--- src/rtl/itgnet_frame_sched_if.sv ---
// Source/network-side bundle of the itgnet frame scheduler.
// Source handshake: a beat transfers on a rising clock edge where src_valid and
// src_ready are both 1; src_ready never depends on src_valid.
interface itgnet_frame_sched_if #(
  parameter int V_BITW = 3,
  parameter int H_BITW = 3
);
  logic              src_valid;
  logic              src_ready;
  logic              net_in_enable;
  logic [V_BITW-1:0] net_in_vcnt;
  logic [H_BITW-1:0] net_in_hcnt;
  logic              net_pad;
  logic              net_out_enable;

  modport master (
    input  src_valid,
    input  net_out_enable,
    output src_ready,
    output net_in_enable,
    output net_in_vcnt,
    output net_in_hcnt,
    output net_pad
  );

  modport slave (
    output src_valid,
    output net_out_enable,
    input  src_ready,
    input  net_in_enable,
    input  net_in_vcnt,
    input  net_in_hcnt,
    input  net_pad
  );
endinterface

--- src/rtl/itgnet_frame_sched.sv ---
// Frame sequencer for the itgnet CNN: streams one raster window, then pads until all outputs emerge.
// Optional stall performance counter enabled by defining ITGNET_SCHED_PERF_EN.
module itgnet_frame_sched #(
  parameter  int W_HEIGHT  = 8,
  parameter  int W_WIDTH   = 8,
  parameter  int DRAIN_MAX = 1024,
  localparam int V_BITW    = (W_HEIGHT > 1) ? $clog2(W_HEIGHT) : 1,
  localparam int H_BITW    = (W_WIDTH > 1) ? $clog2(W_WIDTH) : 1,
  localparam int N_PIX     = W_HEIGHT * W_WIDTH,
  localparam int C_BITW    = $clog2(N_PIX + 1),
  localparam int D_BITW    = $clog2(DRAIN_MAX + 1)
) (
  input  logic                clock,
  input  logic                n_rst,
  input  logic                start,
  input  logic                abort,
  output logic                busy,
  output logic                done,
  output logic                drain_err,
  output logic [C_BITW-1:0]   out_count,
  output logic [31:0]         stall_cycles,
  output logic [1:0]          state_dbg,
  itgnet_frame_sched_if.master bus
);

  typedef enum logic [1:0] {
    S_IDLE   = 2'd0,
    S_STREAM = 2'd1,
    S_FLUSH  = 2'd2,
    S_DONE   = 2'd3
  } state_t;

  state_t            state;
  logic [V_BITW-1:0] vcnt;
  logic [H_BITW-1:0] hcnt;
  logic [V_BITW-1:0] next_v;
  logic [H_BITW-1:0] next_h;
  logic [D_BITW-1:0] drain_cnt;
  logic              last_col;
  logic              last_row;
  logic              accept;
  logic              out_inc;
  logic              out_full;

  assign bus.src_ready = (state == S_STREAM);
  assign busy          = (state == S_STREAM) || (state == S_FLUSH);
  assign state_dbg     = state;
  assign accept        = bus.src_valid & bus.src_ready;
  assign last_col      = (hcnt == H_BITW'(W_WIDTH - 1));
  assign last_row      = (vcnt == V_BITW'(W_HEIGHT - 1));
  assign out_full      = (out_count == C_BITW'(N_PIX));
  assign out_inc       = bus.net_out_enable & busy & ~out_full;

  // Raster successor of the current position, shared by stream and pad beats.
  always_comb begin
    next_h = hcnt + 1'b1;
    next_v = vcnt;
    if (last_col) begin
      next_h = '0;
      next_v = last_row ? '0 : vcnt + 1'b1;
    end
  end

  always_ff @(posedge clock) begin
    if (!n_rst) begin
      state             <= S_IDLE;
      vcnt              <= '0;
      hcnt              <= '0;
      drain_cnt         <= '0;
      out_count         <= '0;
      drain_err         <= 1'b0;
      done              <= 1'b0;
      bus.net_in_enable <= 1'b0;
      bus.net_in_vcnt   <= '0;
      bus.net_in_hcnt   <= '0;
      bus.net_pad       <= 1'b0;
    end else if (abort) begin
      // Cancel keeps drain_err and out_count so software can inspect the partial frame.
      state             <= S_IDLE;
      vcnt              <= '0;
      hcnt              <= '0;
      drain_cnt         <= '0;
      done              <= 1'b0;
      bus.net_in_enable <= 1'b0;
      bus.net_in_vcnt   <= '0;
      bus.net_in_hcnt   <= '0;
      bus.net_pad       <= 1'b0;
    end else begin
      if (out_inc) out_count <= out_count + 1'b1;
      case (state)
        S_IDLE: begin
          done              <= 1'b0;
          bus.net_in_enable <= 1'b0;
          bus.net_pad       <= 1'b0;
          if (start) begin
            state     <= S_STREAM;
            vcnt      <= '0;
            hcnt      <= '0;
            drain_cnt <= '0;
            out_count <= '0;
            drain_err <= 1'b0;
          end
        end
        S_STREAM: begin
          bus.net_in_enable <= accept;
          bus.net_pad       <= 1'b0;
          if (accept) begin
            bus.net_in_vcnt <= vcnt;
            bus.net_in_hcnt <= hcnt;
            vcnt            <= next_v;
            hcnt            <= next_h;
            if (last_col && last_row) state <= S_FLUSH;
          end
        end
        S_FLUSH: begin
          // Completion is tested first so it wins over a simultaneous drain timeout.
          if (out_full || (drain_cnt == D_BITW'(DRAIN_MAX))) begin
            state             <= S_DONE;
            done              <= 1'b1;
            drain_err         <= ~out_full;
            bus.net_in_enable <= 1'b0;
            bus.net_pad       <= 1'b0;
          end else begin
            bus.net_in_enable <= 1'b1;
            bus.net_pad       <= 1'b1;
            bus.net_in_vcnt   <= vcnt;
            bus.net_in_hcnt   <= hcnt;
            vcnt              <= next_v;
            hcnt              <= next_h;
            drain_cnt         <= drain_cnt + 1'b1;
          end
        end
        S_DONE: begin
          state             <= S_IDLE;
          done              <= 1'b0;
          bus.net_in_enable <= 1'b0;
          bus.net_pad       <= 1'b0;
        end
        default: state <= S_IDLE;
      endcase
    end
  end

`ifdef ITGNET_SCHED_PERF_EN
  always_ff @(posedge clock) begin
    if (!n_rst) begin
      stall_cycles <= '0;
    end else if ((state == S_IDLE) && start && !abort) begin
      stall_cycles <= '0;
    end else if ((state == S_STREAM) && !bus.src_valid && (stall_cycles != 32'hFFFF_FFFF)) begin
      stall_cycles <= stall_cycles + 32'd1;
    end
  end
`else
  assign stall_cycles = '0;
`endif

endmodule
--- src/flat_wrapper.sv ---
// flat-port wrapper written by rule: the top's interface ports become plain ports
module itgnet_frame_sched_flat 
#(
  parameter  int W_HEIGHT  = 8,
  parameter  int W_WIDTH   = 8,
  parameter  int DRAIN_MAX = 1024,
  localparam int V_BITW    = (W_HEIGHT > 1) ? $clog2(W_HEIGHT) : 1,
  localparam int H_BITW    = (W_WIDTH > 1) ? $clog2(W_WIDTH) : 1,
  localparam int N_PIX     = W_HEIGHT * W_WIDTH,
  localparam int C_BITW    = $clog2(N_PIX + 1),
  localparam int D_BITW    = $clog2(DRAIN_MAX + 1)
)
  (clock, n_rst, start, abort, busy, done, drain_err, out_count, stall_cycles, state_dbg, bus_src_valid, bus_net_out_enable, bus_src_ready, bus_net_in_enable, bus_net_in_vcnt, bus_net_in_hcnt, bus_net_pad);
  itgnet_frame_sched_if bus_i ();
  input  logic clock;
  input  logic n_rst;
  input  logic start;
  input  logic abort;
  output logic busy;
  output logic done;
  output logic drain_err;
  output logic [C_BITW-1:0] out_count;
  output logic [31:0] stall_cycles;
  output logic [1:0] state_dbg;
  input wire logic [$bits(bus_i.src_valid)-1:0] bus_src_valid;
  input wire logic [$bits(bus_i.net_out_enable)-1:0] bus_net_out_enable;
  output wire logic [$bits(bus_i.src_ready)-1:0] bus_src_ready;
  output wire logic [$bits(bus_i.net_in_enable)-1:0] bus_net_in_enable;
  output wire logic [$bits(bus_i.net_in_vcnt)-1:0] bus_net_in_vcnt;
  output wire logic [$bits(bus_i.net_in_hcnt)-1:0] bus_net_in_hcnt;
  output wire logic [$bits(bus_i.net_pad)-1:0] bus_net_pad;
  assign bus_i.src_valid = bus_src_valid;
  assign bus_i.net_out_enable = bus_net_out_enable;
  assign bus_src_ready = bus_i.src_ready;
  assign bus_net_in_enable = bus_i.net_in_enable;
  assign bus_net_in_vcnt = bus_i.net_in_vcnt;
  assign bus_net_in_hcnt = bus_i.net_in_hcnt;
  assign bus_net_pad = bus_i.net_pad;
  itgnet_frame_sched #(.W_HEIGHT(W_HEIGHT), .W_WIDTH(W_WIDTH), .DRAIN_MAX(DRAIN_MAX)) u_core (.clock(clock), .n_rst(n_rst), .start(start), .abort(abort), .busy(busy), .done(done), .drain_err(drain_err), .out_count(out_count), .stall_cycles(stall_cycles), .state_dbg(state_dbg), .bus(bus_i));
endmodule
--- config.mk ---
export PLATFORM = sky130hd
export DESIGN_NAME = itgnet_frame_sched_flat
export DESIGN_NICKNAME = d
export VERILOG_FILES = /design/src/rtl/itgnet_frame_sched_if.sv /design/src/rtl/itgnet_frame_sched.sv /design/src/flat_wrapper.sv
export SDC_FILE = /design/constraint.sdc
export NUM_CORES = 1
export LEC_CHECK = 0
export CAP_MARGIN = 10
export CORE_ASPECT_RATIO = 1.1
export CORE_MARGIN = 3
export CORE_UTILIZATION = 53
export CTS_BUF_LIST = sky130_fd_sc_hd__clkbuf_8
export CTS_CLUSTER_DIAMETER = 30
export DETAILED_ROUTE_END_ITERATION = 8
export PLACE_DENSITY = 0.88
export SLEW_MARGIN = 5
export SYNTH_ARGS = -nofsm -noshare
export SYNTH_HDL_FRONTEND = slang
export SYNTH_SLANG_ARGS = --single-unit
--- constraint.sdc ---
create_clock -name clock -period 2.9 [get_ports clock]
set_input_delay 0.435 -clock clock [delete_from_list [all_inputs] [get_ports clock]]
set_output_delay 0.435 -clock clock [all_outputs]
set_load 0.02 [all_outputs]
=== Yosys cells after proc, flatten, opt, wreduce, memory -nomap -nowiden ===
Index checks and enable logic that the tools add are counted.

* Multiplexer cells: 35
* Eq/ne operators: 12
* Bitwise logic cells: 6
* Add/subtract/negate cells: 4
* Reductions and logical operators: 17

{| class="wikitable"
|+ Operator list
! kind !! count
|-
| two-way mux 3 bit || 12
|-
| two-way mux 11 bit || 2
|-
| case mux 11 bit (2 select lines) || 1
|-
| two-way mux 7 bit || 3
|-
| case mux 3 bit (3 select lines) || 2
|-
| case mux 3 bit (2 select lines) || 2
|-
| AND reduction 4 bit || 3
|-
| adder 11 x 1 -> 11 bit, second input constant || 1
|-
| == test 11 bit, second input constant || 1
|-
| != test 2 bit, second input constant || 5
|-
| two-way mux 2 bit || 4
|-
| case mux 2 bit (4 select lines) || 1
|-
| adder 7 x 1 -> 7 bit, second input constant || 1
|-
| == test 7 bit, second input constant || 1
|-
| adder 3 x 1 -> 3 bit, second input constant || 2
|-
| == test 3 bit, second input constant || 2
|-
| case mux 1 bit (2 select lines) || 3
|-
| AND reduction 3 bit || 2
|-
| nonzero test 2 bit || 3
|-
| == test 2 bit, second input constant || 2
|-
| two-way mux 1 bit || 4
|-
| OR reduction 2 bit || 2
|-
| AND 1 bit || 3
|-
| NOT 1 bit || 3
|-
| other kinds (8) || 9
|}

* Logic and storage cells: 85
* Input port bits: 6
* Output and inout bits: 53
* Bits in registers: 36

=== Depth between registers and ports, before layout ===
* Depth in word-level cells: 7
* Depth in mapped cells: 8
* Gate-level depth less buffers: 7

=== Worst setup path before layout ===
No wires, ideal clock.

* Kind: flip-flop to flip-flop
* Start: register u_core.state[0], in the netlist u_core.state_dbg[0]
* End: register u_core.out_count[6]
* Data required time: 2.770 ns
* Clock period less this slack: 2.066 ns
* Buffers on the path: 1
* Library setup time: 0.130 ns
* Cell stages (with the launch flop): 9
* Data arrival time: 1.935 ns
* Path slack: 0.834 ns
* Path through: dfxtp_1 inv_1 ha_1 clkbuf_1 and4b_1 and3_1 nand3_1 xor2_1 nor2_1

* Cells in the longest elaborated chain, start to end: 7
* Elaborated cells on any way between the ends: 9
* Those cells by class: 2 x eq/ne; 3 x mux; 2 x bitwise; 2 x reduce/logical

{| class="wikitable"
|+ RTL lines
! what !! line !! text
|-
| start, declared || itgnet_frame_sched.sv:33 || <nowiki>state_t state;</nowiki>
|-
| start signal, assigned || itgnet_frame_sched.sv:66 || <nowiki>state <= S_IDLE;</nowiki>
|-
| start signal, assigned || itgnet_frame_sched.sv:79 || <nowiki>state <= S_IDLE;</nowiki>
|-
| start signal, assigned || itgnet_frame_sched.sv:96 || <nowiki>state <= S_STREAM;</nowiki>
|-
| == test 2 x 1 -> 1 bit or == test 2 bit (tied branches) || itgnet_frame_sched.sv:46 || <nowiki>assign busy = (state == S_STREAM) || (state == S_FLUSH);</nowiki>
|-
| logical OR 1 bit (*) || itgnet_frame_sched.sv:46 ||
|-
| via busy || flat_wrapper.sv:19 || <nowiki>output logic busy;</nowiki>
|-
| AND 1 bit (*) (2 in a row) || itgnet_frame_sched.sv:52 || <nowiki>assign out_inc = bus.net_out_enable & busy & ~out_full;</nowiki>
|-
| two-way mux 7 bit (*) || itgnet_frame_sched.sv:89 || <nowiki>if (out_inc) out_count <= out_count + 1'b1;</nowiki>
|-
| two-way mux 7 bit || itgnet_frame_sched.sv:95 || <nowiki>if (start) begin</nowiki>
|-
| two-way mux 7 bit (*) || itgnet_frame_sched.sv:90 || <nowiki>case (state)</nowiki>
|-
| end signal, assigned || itgnet_frame_sched.sv:89 ||
|-
| end, declared || itgnet_frame_sched.sv:20 || <nowiki>output logic [C_BITW-1:0] out_count,</nowiki>
|}

The timed path passes the listed nets; every way through them passes the cells marked *.
A chain may end at the register's enable or synchronous reset.

=== Worst setup path in the final report ===
* Start: register u_core.state[0], in the netlist u_core.state_dbg[0]
* End: register u_core.drain_cnt[9]

* Cells in the longest elaborated chain, start to end: 3
* Elaborated cells on any way between the ends: 7
* Those cells by class: 3 x eq/ne; 1 x mux; 3 x reduce/logical

{| class="wikitable"
|+ RTL lines
! what !! line !! text
|-
| == test 2 bit or logical NOT 2 bit (tied branches) || itgnet_frame_sched.sv:90 ||
|-
| != test 2 bit (no line) or nonzero test 2 bit (tied branches) || n/a ||
|-
| AND reduction 3 bit (no line) || n/a ||
|-
| end signal, assigned || itgnet_frame_sched.sv:130 || <nowiki>drain_cnt <= drain_cnt + 1'b1;</nowiki>
|-
| end, declared || itgnet_frame_sched.sv:38 || <nowiki>logic [D_BITW-1:0] drain_cnt;</nowiki>
|}

Parallel ways exist; a longest one is shown, timed or not.

==> summary by stage <==
Placement
The post-placement setup slack is 0.6176 ns. The placer's final routability congestion estimate is 0.8668. The count of port buffers added during placement is 26. The cell count after placement is 311. Detailed placement ended at an HPWL of 2865 µm.

CTS
CTS built an H-tree with a depth of 2. Counting every sink on the clock net gives 36. The root buffer cell is clkbuf_8.

The post-CTS setup repair buffer count is 0. TritonCTS built the clock tree. The number of buffers created by CTS is 5. After clock tree synthesis, the clock-pin slew on the worst setup and hold paths is 0.07 ns. Once the clock tree was built, the resizer swapped 0 gates to a different size. In this run, post-CTS hold repair placed 0 buffers. The clock passes through at most 2 buffers. The insertion delay of the later-clocked pin in the worst-skew pair is 0.28 ns.

Routing
The total DRC errors in the routed layout is 0. The number of nets with antenna violations after routing is 0. The average routed wire per standard cell is 11.87 µm. The count of routing violations after the opening detailed-route iteration is 55.

The number of vias after detailed routing is 1,647. The routed wire length is 3788 µm. The mean number of vias per cell is 5.163. The number of detailed-routing iterations run before antenna repair is 4.

Cells and area
The proportion of layout cells with a drive suffix above 1 is 5.166%. The number of inserted diodes is 0. The finished layout holds 319 standard cells, fillers aside.

The signed area change from the synthesized netlist to the final layout is 14.64%. The number of nets in the final layout is 288. The number of filler cells placed in the layout is 299.

Floorplanning
From bottom edge to top edge, the die measures 70.56 µm. The die width is 64.69 µm. The area of the core is 3496 µm². The die area is 4565 µm². The number of placement rows is 22.

59 I/O pins were placed. The initial core utilization is 57.44%.

STA
Based on the critical path, the design can be clocked at up to 445.9 MHz. Setup repair after global routing left no endpoint under its margin. The transition time of the tightest slew-check pin is 1.028 ns. The final setup slack of the worst path is 0.6576 ns. The number of hold violations in the final report came to 0.

The share of the clock period used by the worst path is 77.33%. The clock arrives with 0.006468 ns of skew. The worst pin sits at a relative slew slack of 30.77%.

Setup violations remaining at the end of the flow were counted as 0. The smallest clock period supported by the final layout is computed as 2.242 ns. The hold slack is 0.4500 ns. The max-slew violation total from the final report was 0. Summed over all failing endpoints, the final setup total negative slack is 0 ns.

GRT
The pin count of the biggest net entering global routing is 22. For this run, the total global-route usage over all layers was measured as 17.42%. For this run the aggregate overflow at the end of global routing stands at 0.

The initial antenna violation count is 0. The number of global-route vias before repair is 1,437. The first global-routing pass estimated 6244 µm of wire.

Synth
The share of synthesized registers carrying an async set or reset is 0%. The number of unique standard cell types used by synthesis is 39. The post-synthesis area per instance is 8.298 µm². After technology mapping, the gate count stands at 242.

The synthesis warning total is 0. In the synthesized netlist the dominant register cell turns out to be dfxtp_1. The flop and latch count out of synthesis is 36. Summing the sequential cell areas from Yosys gives 35.89% of the chip area.

Summing every instance area after synthesis gives 2008 µm². The synthesized design contains 0 enable-type register cells.

Min path
The class of the tightest hold or removal check is reg -> reg.

Setup path
The critical path goes through inv_1 > ha_1 > mux2i_1 > a41oi_2 > nand2_1 > or4_1 > a21oi_1. The endpoint type of the worst setup path is a flip-flop. Of all nets on the critical path, the largest fanout is 12. The critical path in this run is classified as reg -> reg. At the worst endpoint, the required time is 3.11 ns.

The highest-delay cell along the critical path is or4_1. The delay of the slowest cell on the worst path is 0.55 ns. The endpoint arrival time on the critical path is 2.45 ns. The startpoint kind of the worst setup timing path is a flip-flop.

Run status
The flow ran to the end, and the final reports show no timing, DRC or antenna violations.

Pwr
Dividing total power by cell area gives a power density of 456.9 nW/µm². Summing internal, switching and leakage power gives 1.052 mW. The standby leakage power is 0.8754 nW.

The peak supply drop is 0.3354 mV.

Flow run
The tool flagged a number of max-cap violations equal to 0.
## path summary, 6_finish.rpt
kind / slack [ns] / cells past startpoint / start / endpoint
setup / recovery: 0.66 / 7 / u_core.state_dbg[0]$_SDFFE_PP0P_ / u_core.drain_cnt[9]$_SDFFE_PP0P_
hold / removal: 0.45 / 2 / u_core.done$_SDFFE_PP0P_ / u_core.done$_SDFFE_PP0P_
setup reg to reg: 0.66 / 7 / u_core.state_dbg[0]$_SDFFE_PP0P_ / u_core.drain_cnt[9]$_SDFFE_PP0P_
hold reg to reg: 0.45 / 2 / u_core.done$_SDFFE_PP0P_ / u_core.done$_SDFFE_PP0P_
## cells in the final DEF (no fill, tap or decap), types with 4 or more instances in the layout
cell	netlist	layout
dfxtp_1	36	36
conb_1	1	32
clkdlybuf4s50_1	0	26
nand2_1	25	25
nand3_1	17	17
nor2_1	14	14
a21oi_1	13	13
ha_1	12	12
o21ai_1	10	10
or3_1	9	9
inv_1	7	8
nand4_1	7	7
o21ai_0	7	7
mux2i_1	5	5
clkbuf_8	0	5
and3_1	4	4
xor2_1	4	4
## metrics by stage
step                      instance area (µm²)  util, %
after floorplan                          2125        -
after global placement                   2195    62.78
after detailed placement                 2195    62.78
after CTS                                2302    65.86
after global routing                     2302    65.86
final                                    2302    65.86
## report_power, final
part / leakage [nW] / internal (mW) / switching (mW)
clock: 0.0593 / 0.251 / 0.171
combinational: 0.526 / 0.0357 / 0.0934
sequential: 0.290 / 0.497 / 0.00267
total: 0.875 / 0.784 / 0.267
## registers in the layout, summed over array words and instances (netlist names), 2 cells and up
register / count
u_core.bus.net_in_hcnt: 3
u_core.bus.net_in_vcnt: 3
u_core.drain_cnt: 11
u_core.hcnt: 3
u_core.out_count: 7
u_core.state_dbg: 2
u_core.vcnt: 3
## synthesized netlist by cell type, types with 2 or more instances
| library cell | instances | area [µm²] |
|---|---|---|
| and3_1 | 4 | 25.02 |
| xnor2_1 | 3 | 26.28 |
| nor2b_1 | 2 | 12.51 |
| buf_2 | 2 | 10.01 |
| a21oi_1 | 13 | 65.06 |
| a211oi_1 | 3 | 22.52 |
| nand4_1 | 7 | 43.79 |
| buf_4 | 32 | 240.2 |
| a31oi_1 | 2 | 12.51 |
| clkbuf_1 | 4 | 15.01 |
| xor2_1 | 4 | 35.03 |
| o21ai_0 | 7 | 35.03 |
| nand3b_1 | 2 | 15.01 |
| nand3_1 | 17 | 85.08 |
| nand2b_1 | 3 | 18.77 |
| or3_1 | 9 | 56.30 |
| nand2_1 | 25 | 93.84 |
| dfxtp_1 | 36 | 720.7 |
| nor2_1 | 14 | 52.55 |
| inv_1 | 7 | 26.28 |
| ha_1 | 12 | 150.1 |
| nor4b_1 | 2 | 17.52 |
| o22ai_1 | 3 | 18.77 |
| o21ai_1 | 10 | 50.05 |
| mux2i_1 | 5 | 50.05 |
## metal layers
metal | global-route usage (%) | part of all wire, % | wire [µm]
met5 | 0 | 0 | 0
met4 | 6.808 | 2.2 | 82
met3 | 5.556 | 8.1 | 308
met2 | 27.18 | 46 | 1740
met1 | 22.43 | 44 | 1656
## critical path, delay by kind of cell, from the launching register on
family	cells	cell delay (ns)
simple gates	2	0.79
fa+ha+maj	1	0.39
compound gates	2	0.36
flops	1	0.34
mux	1	0.18
buf+inv	1	0.10
## kinds of logic (layout without fill, tap and decap cells)
group / Yosys count / in the layout / share of synthesized area (%)
xor gates and xnor gates: 7 / 7 / 3.053
buffers and inverters: 46 / 44 / 14.70
muxes: 5 / 5 / 2.492
other: 1 / 32 / 0.1867
adders and majority gates: 12 / 12 / 7.476
DFF: 36 / 36 / 35.89
AOI/OAI and AO/OA: 40 / 40 / 11.34
and+or+nand+nor: 95 / 95 / 24.86
## final cells by class
cell class                 instances  area, µm²  share of cell area (%)
sequential                        36      720.7                   31.30
timing repair buffer              28      275.3                   11.96
multi-input combinational        191       1109                   48.15
inverter                           8      30.03                   1.304
clock buffer                       5      68.82                   2.989
clock inverter                     3      38.79                   1.685
tap                               48      60.06                   2.609
(Power assumes the default switching activity.)
